### config.mk
export PLATFORM = sky130hd
export DESIGN_NAME = lab3_input_conditioner
export DESIGN_NICKNAME = d
export VERILOG_FILES = /design/src/rtl/lab3_input_conditioner_pkg.sv /design/src/rtl/lab3_input_conditioner_debounce_bit.sv /design/src/rtl/lab3_input_conditioner.sv
export SDC_FILE = /design/constraint.sdc
export NUM_CORES = 1
export LEC_CHECK = 0
export BUFFER_PORTS_ARGS = -buffer_cell sky130_fd_sc_hd__buf_2
export CAP_MARGIN = 0
export CORE_MARGIN = 1.5
export CORE_UTILIZATION = 40
export DETAILED_ROUTE_END_ITERATION = 6
export GPL_TIMING_DRIVEN = 0
export PLACE_DENSITY = 0.71
export SYNTH_ARGS = -nofsm -noshare
export SYNTH_HDL_FRONTEND = slang
export SYNTH_HIERARCHICAL = 1
export SYNTH_SLANG_ARGS = --single-unit
### constraint.sdc
create_clock -name CLK -period 1.1 [get_ports CLK]
set_input_delay 0.055 -clock CLK [delete_from_list [all_inputs] [get_ports CLK]]
set_output_delay 0.055 -clock CLK [all_outputs]
set_load 0.01 [all_outputs]
### src/rtl/lab3_input_conditioner_pkg.sv
// Shared constants and helpers for the LAB3 switch input conditioner.
// Provides switch count, index map onto I0..I5 / SEL0, and a clog2 for sizing.
package lab3_input_conditioner_pkg;

  localparam int unsigned NUM_SW  = 7;
  localparam int unsigned SEL_IDX = 6;
  localparam int unsigned I_LSB   = 0;
  localparam int unsigned I_MSB   = 5;

  // Bits needed to hold values 0..v-1 (v >= 2).
  function automatic int unsigned clog2(input int unsigned v);
    int unsigned r;
    r = 0;
    for (int unsigned i = 0; i < 32; i++) begin
      if ((64'd1 << i) < 64'(v)) r = i + 1;
    end
    return r;
  endfunction

endpackage

### src/rtl/lab3_input_conditioner_debounce_bit.sv
// One switch line: synchroniser chain, debounce counter and stable register.
// Ports:
//   clk_i       system clock
//   rst_ni      asynchronous active-low reset
//   raw_i       raw asynchronous switch level
//   hold_i      freeze stable level and clear the counter
//   stable_o    debounced level (flop output)
//   commit_c_o  combinational: stable_o takes a new value on this edge
module sw_debounce_bit
  import lab3_input_conditioner_pkg::*;
#(
  parameter int unsigned SYNC_STAGES     = 2,
  parameter int unsigned DEBOUNCE_CYCLES = 16
) (
  input  logic clk_i,
  input  logic rst_ni,
  input  logic raw_i,
  input  logic hold_i,
  output logic stable_o,
  output logic commit_c_o
);

  localparam int unsigned CNT_W = clog2(DEBOUNCE_CYCLES);
  localparam logic [CNT_W-1:0] CNT_MAX = CNT_W'(DEBOUNCE_CYCLES - 1);

  logic [SYNC_STAGES-1:0] sync_q;
  logic [CNT_W-1:0]       cnt_q, cnt_d;
  logic                   stable_q, stable_d;
  logic                   synced;
  logic                   commit;

  assign synced = sync_q[SYNC_STAGES-1];

  // Synchroniser chain; bit 0 is the metastability-exposed stage.
  always_ff @(posedge clk_i or negedge rst_ni) begin
    if (!rst_ni) sync_q <= '0;
    else         sync_q <= {sync_q[SYNC_STAGES-2:0], raw_i};
  end

  // Count consecutive differing cycles; any agreeing cycle or HOLD restarts.
  always_comb begin
    cnt_d    = cnt_q;
    stable_d = stable_q;
    commit   = 1'b0;
    if (hold_i) begin
      cnt_d = '0;
    end else if (synced == stable_q) begin
      cnt_d = '0;
    end else if (cnt_q == CNT_MAX) begin
      stable_d = synced;
      cnt_d    = '0;
      commit   = 1'b1;
    end else begin
      cnt_d = cnt_q + CNT_W'(1);
    end
  end

  always_ff @(posedge clk_i or negedge rst_ni) begin
    if (!rst_ni) begin
      cnt_q    <= '0;
      stable_q <= 1'b0;
    end else begin
      cnt_q    <= cnt_d;
      stable_q <= stable_d;
    end
  end

  assign stable_o   = stable_q;
  assign commit_c_o = commit;

endmodule

### src/rtl/lab3_input_conditioner.sv
// Synchronises and debounces the seven LAB3 switch lines.
// Ports:
//   CLK           system clock
//   RST_N         asynchronous active-low reset
//   SW_RAW[6:0]   raw switches; [5:0] -> I0..I5, [6] -> SEL0
//   HOLD          freeze committed outputs, counters held at zero
//   I_OUT[5:0]    debounced I0..I5
//   SEL_OUT       debounced SEL0
//   CHANGED       one-cycle pulse when any bit commits
//   CHANGED_MASK  bits committed on that edge, zero otherwise
module lab3_input_conditioner
  import lab3_input_conditioner_pkg::*;
#(
  parameter int unsigned SYNC_STAGES     = 2,
  parameter int unsigned DEBOUNCE_CYCLES = 16
) (
  input  logic              CLK,
  input  logic              RST_N,
  input  logic [NUM_SW-1:0] SW_RAW,
  input  logic              HOLD,
  output logic [5:0]        I_OUT,
  output logic              SEL_OUT,
  output logic              CHANGED,
  output logic [NUM_SW-1:0] CHANGED_MASK
);

  logic [NUM_SW-1:0] stable;
  logic [NUM_SW-1:0] commit_c;
  logic              changed_q;
  logic [NUM_SW-1:0] changed_mask_q;

  for (genvar b = 0; b < NUM_SW; b++) begin : g_bit
    sw_debounce_bit #(
      .SYNC_STAGES     (SYNC_STAGES),
      .DEBOUNCE_CYCLES (DEBOUNCE_CYCLES)
    ) u_bit (
      .clk_i      (CLK),
      .rst_ni     (RST_N),
      .raw_i      (SW_RAW[b]),
      .hold_i     (HOLD),
      .stable_o   (stable[b]),
      .commit_c_o (commit_c[b])
    );
  end

  // Change flags are captured on the same edge the stable bits update.
  always_ff @(posedge CLK or negedge RST_N) begin
    if (!RST_N) begin
      changed_q      <= 1'b0;
      changed_mask_q <= '0;
    end else begin
      changed_q      <= |commit_c;
      changed_mask_q <= commit_c;
    end
  end

  assign I_OUT        = stable[I_MSB:I_LSB];
  assign SEL_OUT      = stable[SEL_IDX];
  assign CHANGED      = changed_q;
  assign CHANGED_MASK = changed_mask_q;

endmodule
**Word-level counts from Yosys, hierarchy flattened**

Cells that the tools add are included.

- Register bits after elaboration: 57
- Output and inout port bits: 15
- Word-level logic and storage cells: 102
- Input bits: 10

- Muxes and demuxes: 42
- Eq/ne operators: 14
- Add/subtract/negate cells: 7
- Bitwise logic cells: 8
- Reduce and logical (&&, ||, !) cells: 8

Operators with widths:

| kind | number |
|---|---|
| $mux 4 | 21 |
| $add 4x1->4 const B | 7 |
| $eq 4x4->1 const B | 7 |
| $mux 1 | 21 |
| $reduce_and 3->1 | 7 |
| $not 1->1 | 8 |
| $eq 1x1->1 | 7 |
| $reduce_or 7->1 | 1 |

**Depth between registers and ports, before layout**

- Word-level depth: 5
- Mapped depth: 5

**Cells and area by module**

The synthesis kept the hierarchy.

Modules (own cells, without submodules):

| module | sequential area each (um^2) | area an instance (um^2) | cells an instance | times used |
|---|---|---|---|---|
| sw_debounce_bit | 175.2 | 294.0 | 24 | 7 |
| lab3_input_conditioner | 200.2 | 215.2 | 11 | 1 |

**Worst setup path after synthesis**

OpenSTA, ideal clock, no wires.

- Path type: reg2reg
- Start point: register g_bit[1].u_bit.stable_q
- End point: register changed_q (netlist: CHANGED)
- Arrival time: 1110 ps
- Clock period less this slack: 1238 ps
- Setup slack: -138 ps
- Library setup time: 129 ps
- Cell stages (with the launch flop): 6
- Cells stage by stage: dfrtp_1 -> xor2_1 -> nand2b_1 -> nor2_1 -> nor4_1 -> nand2_1

- Word-level cells in the longest chain between the ends: 4

Ends and longest elaborated chain:

| what | RTL line | source |
|---|---|---|
| start: declaration | lab3_input_conditioner_debounce_bit.sv:28 | `logic stable_q, stable_d;` |
| start signal: assignment | lab3_input_conditioner_debounce_bit.sv:64 | `stable_q <= stable_d;` |
| $eq 1x1->1 | lab3_input_conditioner_debounce_bit.sv:47 | `end else if (synced == stable_q) begin` |
| $mux 1 | lab3_input_conditioner_debounce_bit.sv:47 |  |
| $mux 1 | lab3_input_conditioner_debounce_bit.sv:45 | `if (hold_i) begin` |
| named net commit_c[1] | lab3_input_conditioner.sv:28 | `logic [NUM_SW-1:0] commit_c;` |
| $reduce_or 7->1 | lab3_input_conditioner.sv:52 | `changed_q <= \|commit_c;` |
| end signal: assignment | lab3_input_conditioner.sv:52 |  |
| end: declaration | lab3_input_conditioner.sv:29 | `logic changed_q;` |

The timed path passes the listed nets, and every way through them passes these cells.
A chain may end at the register's enable or synchronous reset.

**Final worst setup path**

- Start point: register g_bit[3].u_bit.cnt_q[0]
- End point: register g_bit[3].u_bit.stable_q

- Word-level cells in the longest chain between the ends: 2

Ends and longest elaborated chain:

| what | RTL line | source |
|---|---|---|
| start: declaration | lab3_input_conditioner_debounce_bit.sv:27 | `logic [CNT_W-1:0] cnt_q, cnt_d;` |
| start signal: assignment | lab3_input_conditioner_debounce_bit.sv:63 | `cnt_q <= cnt_d;` |
| $eq 4x4->1 | lab3_input_conditioner_debounce_bit.sv:49 | `end else if (cnt_q == CNT_MAX) begin` |
| $reduce_and 3->1 (no source line) | -- |  |
| end signal: assignment | lab3_input_conditioner_debounce_bit.sv:64 |  |
| end: declaration | lab3_input_conditioner_debounce_bit.sv:28 |  |

No other way between the ends.

==> summary.md <==
| Metric | Value |
|---|---|
| Status | finished, violations left |
| Failing checks | negative setup slack |
| Die Area | 0.00614 mm² |
| Min Tclk post-route | between 1 and 1.5 ns |
| PortBufs | 24 |
| TritonCTS Sinks | 57 |
| Chip width | 78.4 µm |
| Finished Layout Cells | 332 |
| Hold Vio Cnt, Final | 0 |
| Buffers plus inverters on the worst setup path | 0 |
| First-pass GRT wire length | between 7000 and 8000 µm |
| Synth cell types | 17 |
| Pin count of the biggest net entering global routing | 58 |
| Die outline height | between 70 and 80 µm |
| CTS Buffer Depth | 2 |
| Fillers | 439 |
| Antenna violations before repair | 0 |
| Total of max-cap violations | 0 |
| Ports | 25 |
| CTS buffer count | 9 |
| Setup Crit Path Kind | flip-flop to flip-flop |
| Setup violations, final | 12 |
| # DRC | 0 |
| Least-Margin Pin Slew | roughly 0.70 ns |
| Post-Route WL | 4520 µm |
| Final antenna-violating net count | 0 |
| Fin Setup TNS | -0.746 ns |
| DP Cell Count | approximately 280 |
| Pre-antenna DRT Iters | 4 |
| CP top delay family | flip-flops |
| Initial core utilization | 41.3% |
| Relative slew margins | between 50% and 60% |
| CTS tree | yes |
| Worst path max stage delay | 0.41 ns |
| Worst path cell trace | ha_4 -> nand3_4 -> nor2_2 -> mux2_4 |
| Clock skew | around 0.0058 ns |
| Layout cell share with drive strength beyond 1 | 45.4% |
| Total Nets Final | 272 |
| Syn. warnings | 6 |
| Post-synthesis sequential area ratio | between 60% and 70% |
| Gp weighted congestion | approximately 0.72 |
| Crit start category | flip-flop |
| Post-Syn Area | around 0.0023 mm² |
| Clk slew on worst S/H paths | 0.06 ns |
| GR Util All Layers | 17.1% |
| Fin crit share | 110% |
| Crit Path Max Fanout | 3 |
| Final worst slack | -0.108 ns |
| Core footprint | approximately 0.0055 mm² |
| Syn avg cell area | around 13 µm² |
| DR iter-0 viols | between 50 and 60 |
| DR WL/cell | about 14 µm |
| Clk_lat worst skew | around 0.33 ns |
| Hold crit path type | input port to flip-flop |
| Diode count | 0 |
| Arrival @ worst endpoint | between 1 and 1.5 ns |
| Cell Pwr Density | 1400 mW/mm² |
| Layout area overhead | 44.2% |
| Hpwl dp | 2400 µm |
| Vias in the first global route | ~1,600 |
| Mapped Cells | roughly 180 |
| Hold WS | roughly 0.28 ns |
| Vias per Instance | around 4.7 |
| Grt ovf | 0 |
| Post-layout util | roughly three fifths |
| Clk root buf | clkbuf_8 |
| Required @ worst endpoint | 1.31 ns |
| Post-synthesis register bit count | 57 |
| Fmax achieved | between 0.8 and 0.9 GHz |
| Row cnt | 27 |
| Via count | roughly 1,600 |
| Crit end category | flip-flop |
| Post-Syn Nets | 196 |
| Slowest CP cell | dfrtp_1 |
| Slew Limit Fails | 0 |
| Leakage power | around 1.5 nW |
| Htree depth | 3 |
| Unrepaired setup endpoints after global routing | true |
| Peak supply drop | between 0.9 and 1 mV |
-- cells by family after synthesis --
logic type | count (synthesis) | synth area share [%]
xor gates and xnor gates | 14 | 5.39
and+or+nand+nor | 59 | 17.6
muxes | 7 | 3.47
AOI/OAI and AO/OA | 21 | 4.62
buffers and inverters | 14 | 2.31
adders and majority gates | 7 | 3.85
DFF | 57 | 62.7
-- where the power goes --
group          leakage [nW]  internal (W)  switching (W)
registers             0.756       0.00215      0.0000393
clock network         0.116       0.00136       0.000768
logic                 0.611      0.000131       0.000138
-- state kept, by name (all words and copies together) (netlist names) --
signal,cells
g_bit.u_bit/stable_o,7
g_bit.u_bit/sync_q,14
g_bit.u_bit/cnt_q,28
CHANGED,1
CHANGED_MASK,7
-- metrics by stage --
| stage | area, µm² | setup slack, ns | power [W] |
|---|---|---|---|
| after global placement | 2500 | -0.226 | 0.00237 |
| after detailed placement | 2500 | -0.236 | 0.00237 |
| after CTS | 3150 | -0.109 | 0.00464 |
| after floorplan | 2290 | -0.113 | 0.00229 |
| final | 3280 | -0.108 | 0.00458 |
| after global routing | 3280 | -0.151 | 0.00478 |
-- worst min-delay path, stage by stage --
cell    delay (ns)
buf_2         0.24
nor2_4        0.13
mux2_4        0.15
-- worst paths after layout --
| check | cells after the start | slack [ns] | endpoint | startpoint |
|---|---|---|---|---|
| max | 4 | -0.11 | g_bit[3].u_bit/stable_o | g_bit[3].u_bit/cnt_q[0] |
| min | 3 | 0.28 | g_bit[5].u_bit/stable_o | HOLD |
| max reg2reg | 4 | -0.11 | g_bit[3].u_bit/stable_o | g_bit[3].u_bit/cnt_q[0] |
| min reg2reg | 0 | 0.34 | g_bit[1].u_bit/sync_q[1] | g_bit[1].u_bit/sync_q[0] |
| max in group asynchronous | 2 | 0.32 | g_bit[4].u_bit/sync_q[1] | RST_N |
| min in group asynchronous | 2 | 0.32 | g_bit[2].u_bit/cnt_q[0] | RST_N |
-- cells in the mapped netlist (all sizes together) --
cell type / count / area, µm²
dfrtp: 57 / 1430
nor2: 28 / 123
a21oi: 14 / 70.1
inv: 14 / 52.6
ha: 7 / 87.6
mux2: 7 / 78.8
nand2b: 7 / 43.8
nand3: 7 / 70.1
nand4b: 7 / 61.3
nor3b: 7 / 87.6
o21ai: 7 / 35.0
xnor2: 7 / 61.3
xor2: 7 / 61.3
nand2: 1 / 3.75
nor3: 1 / 5.00
nor4: 1 / 6.26
-- cell usage in the layout (no fill, tap or decap), types with 3 or more instances in the layout --
cell	n
ha_4	7
buf_6	4
nand4b_1	7
nor2_4	3
clkbuf_8	14
dlygate4sd3_1	8
nor3b_2	7
nor2_2	6
a21oi_2	7
a21oi_1	7
nand2b_1	7
mux2_4	7
o21ai_1	7
buf_4	30
xnor2_1	7
nand3_4	7
dfrtp_1	57
xor2_1	7
inv_1	14
nor2_1	19
buf_2	23
-- what timing repair did --
| item | 4_1_cts | 5_1_grt |
|---|---|---|
| endpoints found under the hold margin | 7 | 57 |
| endpoints found under the setup margin | 8 | 22 |
| resized for setup | 33 | 13 |
| pin swaps | 23 | 20 |
| hold buffers | 7 | 1 |
| setup buffers | 24 | 9 |
-- area by class of cell --
type / instances / area (µm²) / area share, %
clock inverters: 1 / 30.0 / 0.916
clock buffers: 15 / 196 / 5.99
repair buffers: 65 / 465 / 14.2
multi-input cells: 108 / 1020 / 31.1
flip-flops and latches: 57 / 1430 / 43.5
well taps: 72 / 90.1 / 2.75
inverters: 14 / 52.6 / 1.60
-- per-layer routing --
metal / GRT usage (%) / wire (µm) / up-vias
met4: 8.04 / 77 / 0
met3: 7.56 / 192 / 7
li1: - / - / 755
met5: 0 / 0 / -
met2: 27.8 / 2350 / 29
met1: 19.1 / 1900 / 766
No activity file was read; power rests on OpenSTA's default activity.
